**config.mk**
```make
export PLATFORM = sky130hd
export DESIGN_NAME = big_core_kbd_controller
export DESIGN_NICKNAME = d
export VERILOG_FILES = /design/src/rtl/big_core_kbd_pkg.sv /design/src/rtl/big_core_kbd_sync.sv /design/src/rtl/big_core_kbd_controller.sv
export SDC_FILE = /design/constraint.sdc
export NUM_CORES = 1
export LEC_CHECK = 0
export ABC_AREA = 1
export BUFFER_PORTS_ARGS = -buffer_cell sky130_fd_sc_hd__buf_2
export CORE_ASPECT_RATIO = 1.1
export CORE_UTILIZATION = 45
export DETAILED_ROUTE_END_ITERATION = 8
export PLACE_DENSITY = 0.76
export SLEW_MARGIN = 10
export SYNTH_ARGS = -nofsm -noshare
export SYNTH_HDL_FRONTEND = slang
export SYNTH_SLANG_ARGS = --single-unit
```
**constraint.sdc**
```tcl
create_clock -name core_clk -period 3.1 [get_ports core_clk]
set_clock_uncertainty 0.05 [all_clocks]
set_input_delay 0.155 -clock core_clk [delete_from_list [all_inputs] [get_ports core_clk]]
set_output_delay 0.155 -clock core_clk [all_outputs]
set_load 0.005 [all_outputs]
```
**src/rtl/big_core_kbd_pkg.sv**
```systemverilog
// Shared types and constants for the big_core PS/2 keyboard receiver.
package big_core_kbd_pkg;

  typedef enum logic [1:0] {
    IDLE,
    DATA,
    PARITY,
    STOP
  } t_kbd_state;

  localparam logic [7:0]  KBD_EXT_CODE   = 8'hE0;
  localparam logic [7:0]  KBD_BRK_CODE   = 8'hF0;
  localparam int unsigned KBD_FRAME_BITS = 11;

endpackage

```
**src/rtl/big_core_kbd_sync.sv**
```systemverilog
// Multi-flop synchroniser with falling-edge detector for the PS/2 clock line.
module big_core_kbd_sync #(
  parameter int unsigned SYNC_STAGES = 2
) (
  input  logic clk,
  input  logic rst,
  input  logic din,
  output logic fall
);

  logic [SYNC_STAGES-1:0] sync_sr;
  logic                   prev;

  // Synchroniser chain and previous-value flop, preset to the idle-high level.
  always_ff @(posedge clk or posedge rst) begin
    if (rst) begin
      sync_sr <= '1;
      prev    <= 1'b1;
    end else begin
      sync_sr <= {sync_sr[SYNC_STAGES-2:0], din};
      prev    <= sync_sr[SYNC_STAGES-1];
    end
  end

  assign fall = prev & ~sync_sr[SYNC_STAGES-1];

endmodule

```
**src/rtl/big_core_kbd_controller.sv**
```systemverilog
// PS/2 keyboard receiver: frame deserialiser, E0/F0 prefix decoder and core
// handshake. Optional frame timeout enabled by defining KBD_TIMEOUT_EN.
module big_core_kbd_controller
  import big_core_kbd_pkg::*;
#(
  parameter int unsigned SYNC_STAGES    = 2,
  parameter int unsigned TIMEOUT_CYCLES = 4096
) (
  input  logic       core_clk,
  input  logic       core_rst,
  input  logic       kbd_clk,
  input  logic       data_in_kc,
  input  logic       scanf_en,
  input  logic       core_read_en,
  output logic [7:0] data_out,
  output logic       valid,
  output logic       extension,
  output logic       error,
  output logic       data_ready
);

  t_kbd_state             state, state_n;
  logic [2:0]             bit_cnt, bit_cnt_n;
  logic [7:0]             shift, shift_n;
  logic                   par, par_n;
  logic                   ext_flag, ext_flag_n;
  logic                   brk_flag, brk_flag_n;
  logic [7:0]             data_out_n;
  logic                   extension_n, valid_n, error_n, data_ready_n;
  logic                   fall;
  logic [SYNC_STAGES-1:0] dsync;
  logic                   kbd_data;
  logic                   timeout;

  big_core_kbd_sync #(.SYNC_STAGES(SYNC_STAGES)) u_clk_sync (
    .clk  (core_clk),
    .rst  (core_rst),
    .din  (kbd_clk),
    .fall (fall)
  );

  // Data line synchroniser; same depth as the clock path so samples align with fall.
  always_ff @(posedge core_clk or posedge core_rst) begin
    if (core_rst) dsync <= '1;
    else          dsync <= {dsync[SYNC_STAGES-2:0], data_in_kc};
  end
  assign kbd_data = dsync[SYNC_STAGES-1];

`ifdef KBD_TIMEOUT_EN
  localparam int unsigned TW = $clog2(TIMEOUT_CYCLES + 1);
  logic [TW-1:0] timer;

  // Cycles since the last kbd_clk falling edge while a frame is in progress.
  always_ff @(posedge core_clk or posedge core_rst) begin
    if (core_rst)                    timer <= '0;
    else if (fall || state == IDLE)  timer <= '0;
    else                             timer <= timer + 1'b1;
  end
  assign timeout = (state != IDLE) && !fall && (timer == TW'(TIMEOUT_CYCLES - 1));
`else
  // Without the counter TIMEOUT_CYCLES has no effect.
  logic unused_timeout_cfg;
  assign unused_timeout_cfg = |TIMEOUT_CYCLES;
  assign timeout = 1'b0;
`endif

  // State and output registers.
  always_ff @(posedge core_clk or posedge core_rst) begin
    if (core_rst) begin
      state      <= IDLE;
      bit_cnt    <= '0;
      shift      <= '0;
      par        <= 1'b0;
      ext_flag   <= 1'b0;
      brk_flag   <= 1'b0;
      data_out   <= '0;
      extension  <= 1'b0;
      valid      <= 1'b0;
      error      <= 1'b0;
      data_ready <= 1'b0;
    end else begin
      state      <= state_n;
      bit_cnt    <= bit_cnt_n;
      shift      <= shift_n;
      par        <= par_n;
      ext_flag   <= ext_flag_n;
      brk_flag   <= brk_flag_n;
      data_out   <= data_out_n;
      extension  <= extension_n;
      valid      <= valid_n;
      error      <= error_n;
      data_ready <= data_ready_n;
    end
  end

  // Next-state, frame evaluation, prefix decode and handshake.
  always_comb begin
    state_n      = state;
    bit_cnt_n    = bit_cnt;
    shift_n      = shift;
    par_n        = par;
    ext_flag_n   = ext_flag;
    brk_flag_n   = brk_flag;
    data_out_n   = data_out;
    extension_n  = extension;
    valid_n      = 1'b0;
    error_n      = 1'b0;
    data_ready_n = data_ready;

    // Clear first so that a same-cycle set below takes priority.
    if (core_read_en) data_ready_n = 1'b0;

    case (state)
      IDLE: begin
        if (fall && !kbd_data) begin
          state_n   = DATA;
          bit_cnt_n = '0;
        end
      end
      DATA: begin
        if (fall) begin
          shift_n   = {kbd_data, shift[7:1]};
          bit_cnt_n = bit_cnt + 3'd1;
          if (bit_cnt == 3'd7) state_n = PARITY;
        end
      end
      PARITY: begin
        if (fall) begin
          par_n   = kbd_data;
          state_n = STOP;
        end
      end
      STOP: begin
        if (fall) begin
          state_n = IDLE;
          if ((^shift ^ par) && kbd_data) begin
            if (shift == KBD_EXT_CODE) begin
              ext_flag_n = 1'b1;
            end else if (shift == KBD_BRK_CODE) begin
              brk_flag_n = 1'b1;
            end else if (brk_flag) begin
              ext_flag_n = 1'b0;
              brk_flag_n = 1'b0;
            end else begin
              data_out_n  = shift;
              extension_n = ext_flag;
              valid_n     = 1'b1;
              ext_flag_n  = 1'b0;
              if (scanf_en) data_ready_n = 1'b1;
            end
          end else begin
            error_n    = 1'b1;
            ext_flag_n = 1'b0;
            brk_flag_n = 1'b0;
          end
        end
      end
      default: state_n = IDLE;
    endcase

    if (timeout) begin
      state_n    = IDLE;
      ext_flag_n = 1'b0;
      brk_flag_n = 1'b0;
      error_n    = 1'b1;
    end
  end

endmodule

```
==> metrics.cfg, run 1 <==
[die]
ioPinCount = 18
die_y_um = 63.8
start_util = 0.470
die_area_um2 = 3720
die_w_um = 58.2
rows = 22
core_um2 = 3330

[final_layout]
design_area_um2 = 1810
final_common_cell = nand2_1
final_cell_mix = 41 x nand2_1, 28 x dfrtp_1, 24 x inv_1, 17 x buf_2, 12 x ha_1
fillers = 305
insertedDiodeCount = 0
final_nets = 202
area_growth_pct = 15.8
drive_above_1_share = 0.270

[setup_path]
crit_arrival_ns = 2.07
cp.required_ns = 3.27
critPathKind = flip-flop to flip-flop
crit_fanout = 19
crit_path_start_kind = flip-flop
crit_path_end_kind = flip-flop

[synthesis]
yosysTopAreaCell = dfrtp_1
syn_nets = 175
yosys_warnings = 0
synth_seq_cells = 33
synth_seq_area_share = 0.532
postSynthCellCount = 157
netlist_area_um2 = 1560
syn_area_per_cell_um2 = 9.96
synthDistinctLibCells = 24
synth_top_area_share = 0.448
synthTopCellsByArea = dfrtp_1 45%, nand2_1 9.8%, ha_1 9.6%

[detailed_routing]
dr_wl_met2_mm = 1.36
dr.pass1.iters = 4
drcViolationCount = 0
drtAntennaViolNets = 0
vias_per_cell = 4.73
vias = 1101
wirelength_met1_mm = 1.03
wl_mm = 2.54
wl_met3_um = 79
routed.top_layer = met4
drt-wirelength-per-cell_um = 10.9
drt_first_iter_violations = 39

[power_and_ir_drop]
switchingPower_uw = 543
p_leak_nw = 0.961
sw_frac_of_total = 0.385
internal-power_uw = 866
power_frac_comb = 0.393
finalPower_mw = 1.41
p_clk_frac = 0.191
seqPwrFrac = 0.417
ir_worst_vdd_mv = 0.389
power.density_nw_per_um2 = 778

[min_path]
min_path_type = input port to flip-flop

[clock_tree]
clk-insertion-delay-late_ns = 0.33
cts_buffer_depth = 2
htreeDepth = 2
ctsResizeCount = 0
post_cts.repair.setup_buffers = 0
root_buffer = clkbuf_4
clock-sinks = 33
numCtsBuffers = 5
cts.reportedPaths.clkPinSlew_ns = 0.10
cts_tree = built

[grt]
grt_first_pass_wirelength_mm = 4.69
grt_max_degree = 23
overflow = 0
grt_pass1_vias = 1144
antenna_found_initial = 0
track_usage = 0.167

[sta]
layout_setup_ws_ns = 1.20
hold_ws_ns = 0.0292
fin_crit_sh = 0.614
hold_viol = 0
max_freq_ghz = 0.525
finalSetupViolCount = 0
relSlewSlack = 0.458
rsz0062_at_grt = false
worstMarginPinSlew_ns = 0.811
maxSlewViolCount = 0
min_period_ns = 1.90
fin_tns_setup_ns = 0

[placed_design]
dpl_cell_area_um2 = 1700
gp_congestion = 0.796
dp_hpwl_mm = 1.93
pre_cts_ws_ns = 1.22
io_buffers = 17

[outcome]
outcome = completed

[job]
max_cap_viol_count = 0

-- cells in the mapped netlist --
master    count
nor3_2        1
ha_1         12
o21ai_2       8
nand4_1       1
clkinv_1      1
nand2_1      41
buf_6         1
xor2_1        1
o31ai_1       1
nand3_2       2
nand3_1       3
o22ai_2       1
clkbuf_1      1
dfstp_2       5
nand3_4       1
nand2_2       3
a21oi_2       1
inv_1        24
o21ai_1       6
nor2_1        1
nor2_4        2
a22o_1        2
o21ai_0      10
dfrtp_1      28
-- repair_timing --
item                       CTS  global route
setup endpoints to repair    0             0
hold endpoints to repair    19             0
hold buffers                 4             0
-- layer usage --
metal / vias up / GRT usage
met3: 7 / 0.0385
met1: 518 / 0.178
met4: 0 / 0.0804
li1: 548 / -
met5: - / 0
met2: 28 / 0.302
-- area by class of cell --
type	count	area [um2]	share of cell area
tap	48	60.1	0.0331
clock inverter	1	5.00	0.00276
timing repair buffer	22	133	0.0732
inverter	25	93.8	0.0518
clock buffer	7	65.1	0.0359
multi-input combinational	97	623	0.344
sequential	33	832	0.459
-- registers in the layout (all words and copies together), names as in the netlist, 2 cells and up --
register / cells
bit_cnt: 3
data_out: 8
dsync: 2
shift: 8
state: 2
u_clk_sync.sync_sr: 2
-- cell families (layout without fill, tap and decap cells) --
group           after synthesis  count (layout)  share of synthesized area
simple gates                 55              55                      0.171
flops                        33              33                      0.532
compound gates               29              29                      0.126
buf+inv                      27              55                     0.0696
fa+ha+maj                    12              12                     0.0960
xor+xnor                      1               1                    0.00560
-- power by group through the flow --
| stage | Sequential, mW | Combinational (mW) | Clock (mW) |
|---|---|---|---|
| global placement | 0.590 | 0.523 | 0 |
| CTS | 0.589 | 0.558 | 0.282 |
| global route | 0.603 | 0.647 | 0.297 |
| floorplan | 0.585 | 0.446 | 0 |
| finish | 0.587 | 0.553 | 0.269 |
| detailed placement | 0.598 | 0.552 | 0 |
-- worst max-delay path: stages (launching register included) --
cell and delay [ns]:
dfrtp_1 0.40, inv_1 0.11, ha_1 0.25, xor2_1 0.27, a21oi_2 0.09, nor2_4 0.18, nand3_4 0.24, nand2_1 0.15
o21ai_2 0.06
-- per-stage QoR --
stage	cells	util
after floorplan	157	-
after global placement	221	0.511
after detailed placement	221	0.511
after CTS	233	0.544
after global routing	233	0.544
final	233	0.544
-- worst paths after layout --
check / start / slack (ns) / to / cells after the start
min: scanf_en / 0.03 / data_ready$_DFF_PP0_ / 3
max in group asynchronous: core_rst / 1.87 / data_out[0]$_DFFE_PP0P_ / 4
min reg2reg: u_clk_sync.sync_sr[0]$_DFF_PP1_ / 0.31 / u_clk_sync.sync_sr[1]$_DFF_PP1_ / 0
max reg2reg: shift[3]$_DFFE_PP0P_ / 1.20 / data_out[6]$_DFFE_PP0P_ / 8
max: shift[3]$_DFFE_PP0P_ / 1.20 / data_out[6]$_DFFE_PP0P_ / 8
min in group asynchronous: core_rst / 0.47 / data_out[7]$_DFFE_PP0P_ / 3
(Power assumes the default switching activity.)
==> inputs of run 2 (changes only) <==
PLACE_DENSITY = 0.79   (was 0.76)
clock period = 1.57 ns   (was 3.1 ns; I/O delays follow)
==> run 2 against run 1 <==
The run now ends with negative setup slack left. Wire length is 20% higher. Via count is 9.4% higher. Flip-flop and latch count stayed put. Maximum frequency is 6.5% higher. Final cell count is 9.0% higher. Non-clock buffer count is 18 higher. Combinational power grew to 3.3 times the previous value. Die area stayed put. First-iteration DRC count is 2.6% lower. Critical path type unchanged. Largest cell class unchanged. Largest power group is now combinational cells.
==> metrics.cfg, run 2 (same netlist as run 1, synthesis figures left out) <==
[outcome]
outcome = complete, but fails checks
violations = negative setup slack

[final_layout]
largestRegisters = data_out (8), shift (8), bit_cnt (3)
final_cell_mix = 35 x nand2_1, 28 x dfrtp_1, 18 x inv_1, 17 x buf_2, 16 x buf_4
insertedDiodeCount = 0
instances_no_fill = 254
area_growth_pct = 35.5
final_nets = 223
final_common_cell = nand2_1
drive_above_1_share = 0.427

[setup_path]
crit_fanout = 7
critical_path_buf_inv_count = 1
path_cells = ha_1 > nand2_1 > nand3_2 > nand3_2 > nand2_2 > nor2_4 > buf_12 > nand3_4 > nand2_2 > o21ai_2
critPathKind = flip-flop to flip-flop
cp.required_ns = 1.76
max_stage_delay_ns = 0.39
critPathTopFamily = simple AND/OR/NAND/NOR gates
crit_path_start_kind = flip-flop
cp_slowest_cell = dfrtp_1
crit_path_end_kind = flip-flop
crit_arrival_ns = 1.98

[sta]
relSlewSlack = 0.724
min_period_ns = 1.79
layout_setup_ws_ns = -0.218
max_freq_ghz = 0.559
worstMarginPinSlew_ns = 0.414
fin_crit_sh = 1.14
maxSlewViolCount = 0
fin_tns_setup_ns = -2.35
hold_viol = 0
finalSetupViolCount = 13
rsz0062_at_grt = true
hold_ws_ns = 0.310

[die]
die_area_um2 = 3720
ioPinCount = 18
core_um2 = 3330
die_y_um = 63.8
rows = 22
die_w_um = 58.2
start_util = 0.470

[clock_tree]
numCtsBuffers = 5
cts.reportedPaths.clkPinSlew_ns = 0.10
root_buffer = clkbuf_4
clock-sinks = 33
htreeDepth = 2
cts_tree = built
cts_buffer_depth = 2
clk-insertion-delay-late_ns = 0.34

[grt]
grt_pass1_vias = 1206
grt_first_pass_wirelength_mm = 4.84
track_usage = 0.177
antenna_found_initial = 0
overflow = 0
grt_max_degree = 34

[placed_design]
dp_hpwl_mm = 1.75
gp_congestion = 0.774
dp.cells = 233
io_buffers = 17

[detailed_routing]
wl_mm = 3.05
dr.pass1.iters = 5
drt_first_iter_violations = 38
drt-wirelength-per-cell_um = 12.0
vias_per_cell = 4.74
drcViolationCount = 0
drtAntennaViolNets = 0
vias = 1205

[power_and_ir_drop]
finalPower_mw = 3.47
ir_worst_vdd_mv = 1.01
p_leak_nw = 1.05
power.density_nw_per_um2 = 1640

[min_path]
min_path_type = input port to asynchronous set/reset pin

[job]
max_cap_viol_count = 0

==> run 2: layout make-up <==
cell class              instances  area [um2]
flip-flops and latches         33         832
repair buffers                 40         295
fillers                       273        1210
clock buffers                   8        58.8
inverters                      25        93.8
multi-input cells             100         779
well taps                      48        60.1
==> run 2: per-layer routing <==
layer  global-route usage  wire (um)  vias up
met1                0.181       1270      571
li1                     -          -      605
met2                0.310       1630       21
met5                    0          0        -
met4                0.122         73        0
met3               0.0425         83        8
==> run 2: worst reg2reg max path: stages, from the launching register on <==
cell     delay [ns]
dfrtp_1        0.39
ha_1           0.31
nand2_1        0.12
nand3_2        0.13
nand3_2        0.10
nand2_2        0.07
nor2_4         0.13
buf_12         0.14
nand3_4        0.12
nand2_2        0.10
o21ai_2        0.05
==> run 2: path summary, 6_finish.rpt <==
check / from / endpoint / slack (ns) / cells past startpoint
worst max-delay path: shift[6]$_DFFE_PP0P_ / data_out[0]$_DFFE_PP0P_ / -0.22 / 10
worst min-delay path: core_rst / shift[2]$_DFFE_PP0P_ / 0.31 / 4
worst max register to register: shift[6]$_DFFE_PP0P_ / data_out[0]$_DFFE_PP0P_ / -0.22 / 10
max in group asynchronous: core_rst / u_clk_sync.prev$_DFF_PP1_ / 0.83 / 4
worst min register to register: u_clk_sync.sync_sr[0]$_DFF_PP1_ / u_clk_sync.sync_sr[1]$_DFF_PP1_ / 0.31 / 0
min in group core_clk: u_clk_sync.sync_sr[0]$_DFF_PP1_ / u_clk_sync.sync_sr[1]$_DFF_PP1_ / 0.31 / 0
==> run 2: per-stage QoR <==
| step | utilization | area (um2) | setup WS, ns |
|---|---|---|---|
| finish | 0.636 | 2120 | -0.218 |
| floorplan | - | 1590 | -0.129 |
| detailed placement | 0.544 | 1810 | -0.252 |
| global route | 0.636 | 2120 | -0.324 |
| CTS | 0.600 | 2000 | -0.200 |
| global placement | 0.544 | 1810 | -0.200 |
==> run 2: timing repair <==
action                     4_1_cts  5_1_grt
buffers inserted                 1        4
setup endpoints to repair       13       18
gates cloned                     3        0
hold endpoints to repair        31        0
gates resized for setup          5       20
hold buffers                     5        0
pin swaps                        2        5
==> run 2: power by group <==
| group | switching, mW | leakage (nW) | total (mW) | internal (mW) |
|---|---|---|---|---|
| logic | 0.974 | 0.582 | 1.81 | 0.836 |
| clock network | 0.275 | 0.0326 | 0.496 | 0.221 |
| registers | 0.130 | 0.433 | 1.17 | 1.04 |
==> inputs of run 3 (changes only) <==
SETUP_SLACK_MARGIN = 0.5   (was not set)
SLEW_MARGIN = 40   (was 10)
==> run 3 against run 2 <==
The flow still finishes with violations (negative setup slack). Final cell count increased by 3.9%. Non-clock buffer count increased by 10. Clock power increased by 3%. Wire length increased by 39%. Setup slack got worse by 0.0065 ns. Utilization increased by 11 points. Via count increased by 10%. Worst hold slack got worse by 0.011 ns.
==> metrics.cfg, run 3 (same netlist as run 1, synthesis figures left out) <==
[setup_path]
crit_path_start_kind = flip-flop
r2r-end = data_out[3]$_DFFE_PP0P_
r2r-start = shift[7]$_DFFE_PP0P_
crit_fanout = 7
crit_arrival_ns = 2.00
crit_path_end_kind = flip-flop
critPathKind = flip-flop to flip-flop
regToRegSetupSlack_ns = -0.22
cp.required_ns = 1.77
r2r_cells = 11

[placed_design]
gp_congestion = 0.782
dpl_cell_area_um2 = 1840
dp.cells = 234
pre_cts_ws_ns = -0.279
io_buffers = 17
dp_hpwl_mm = 1.84

[final_layout]
instances_no_fill = 264
final_cell_mix = 28 x dfrtp_1, 17 x nand2_1, 17 x buf_2, 17 x buf_4
final_nets = 233
drive_above_1_share = 0.620
multi_input_area_um2 = 1010
seqCellArea_um2 = 832
fillers = 214
final_common_cell = dfrtp_1
insertedDiodeCount = 0
area_growth_pct = 59.5
design_area_um2 = 2490
largestRegisters = data_out (8), shift (8), bit_cnt (3)

[sta]
hold_ws_ns = 0.299
maxSlewViolCount = 0
min_period_ns = 1.79
fin_crit_sh = 1.14
relSlewSlack = 0.718
layout_setup_ws_ns = -0.225
rsz0062_at_grt = true
finalSetupViolCount = 13
worstMarginPinSlew_ns = 0.423
max_freq_ghz = 0.557
hold_viol = 0
fin_tns_setup_ns = -2.53

[detailed_routing]
drcViolationCount = 0
dr.pass1.iters = 4
vias = 1325
drtAntennaViolNets = 0
drt_first_iter_violations = 59
wl_mm = 4.23
vias_per_cell = 5.02
drt-wirelength-per-cell_um = 16.0

[clock_tree]
cts_tree = built
cts.reportedPaths.clkPinSlew_ns = 0.10
numCtsBuffers = 5
cts_buffer_depth = 2
root_buffer = clkbuf_4
clock-sinks = 33
clk-insertion-delay-late_ns = 0.35
htreeDepth = 2

[die]
core_um2 = 3330
ioPinCount = 18
start_util = 0.470
die_y_um = 63.8
die_w_um = 58.2
die_area_um2 = 3720
rows = 22

[outcome]
outcome = complete, but fails checks
violations = negative setup slack

[grt]
grt_pass1_vias = 1367
grt_first_pass_wirelength_mm = 5.96
antenna_found_initial = 0
overflow = 0
grt_max_degree = 34
track_usage = 0.225

[job]
max_cap_viol_count = 0

[power_and_ir_drop]
power.density_nw_per_um2 = 1790
p_leak_nw = 1.19
ir_worst_vdd_mv = 1.00

[min_path]
min_path_type = input port to asynchronous set/reset pin

run 3: changes by cell type in the layout (fill, tap and decap cells not counted), sizes merged:
cell,previous run,this run
inv,24,25
buf,35,44
clkbuf,8,9
clkinv,1,0
run 3: worst max path at each step:
stage,slack [ns],startpoint,endpoint,cells after the start
6_report,-0.22,shift[7]$_DFFE_PP0P_,data_out[3]$_DFFE_PP0P_,11
2_1_floorplan,-0.13,shift[6]$_DFFE_PP0P_,extension$_DFFE_PP0P_,12
4_1_cts,-0.19,shift[7]$_DFFE_PP0P_,data_out[6]$_DFFE_PP0P_,11
3_3_place_gp,-0.20,shift[6]$_DFFE_PP0P_,extension$_DFFE_PP0P_,11
3_5_place_dp,-0.28,shift[6]$_DFFE_PP0P_,data_out[6]$_DFFE_PP0P_,11
5_1_grt,-0.30,shift[3]$_DFFE_PP0P_,data_out[0]$_DFFE_PP0P_,10
run 3: area by class of cell:
class                      instances  share of cell area
timing repair buffer              50               0.175
tap                               48              0.0241
multi-input combinational        100               0.404
clock buffer                       8              0.0236
inverter                          25              0.0406
sequential                        33               0.334
run 3: critical path: stages, from the launching register on:
cell     delay [ns]
dfrtp_1        0.43
ha_4           0.30
inv_2          0.04
nand2_4        0.08
nand3_4        0.09
nand3_2        0.08
nand2_2        0.07
nor2_4         0.12
buf_12         0.15
nand3_4        0.12
nand2_1        0.10
o21ai_2        0.05
run 3: through the flow:
stage / utilization / power [mW]
after global routing: 0.749 / 4.72
after CTS: 0.678 / 3.81
final: 0.749 / 4.46
after floorplan: - / 2.17
after global placement: 0.554 / 2.48
after detailed placement: 0.554 / 2.55
run 3: per-layer routing:
layer	share of wire	GRT usage	routed length, um
met1	0.34	0.214	1450
met2	0.57	0.402	2420
met3	0.031	0.0769	132
met4	0.055	0.146	232
met5	0	0	0
run 3: power by group:
group / switching [mW] / internal [mW]
combinational: 1.46 / 1.31
sequential: 0.150 / 1.04
clock: 0.289 / 0.221
run 3: repair_timing:
action	in CTS	in global routing
endpoints found under the setup margin	28	28
gates resized for setup	47	36
hold buffers	5	0
setup buffers	8	5
hold endpoints to repair	31	0
cloned	3	1
pin swaps	18	15
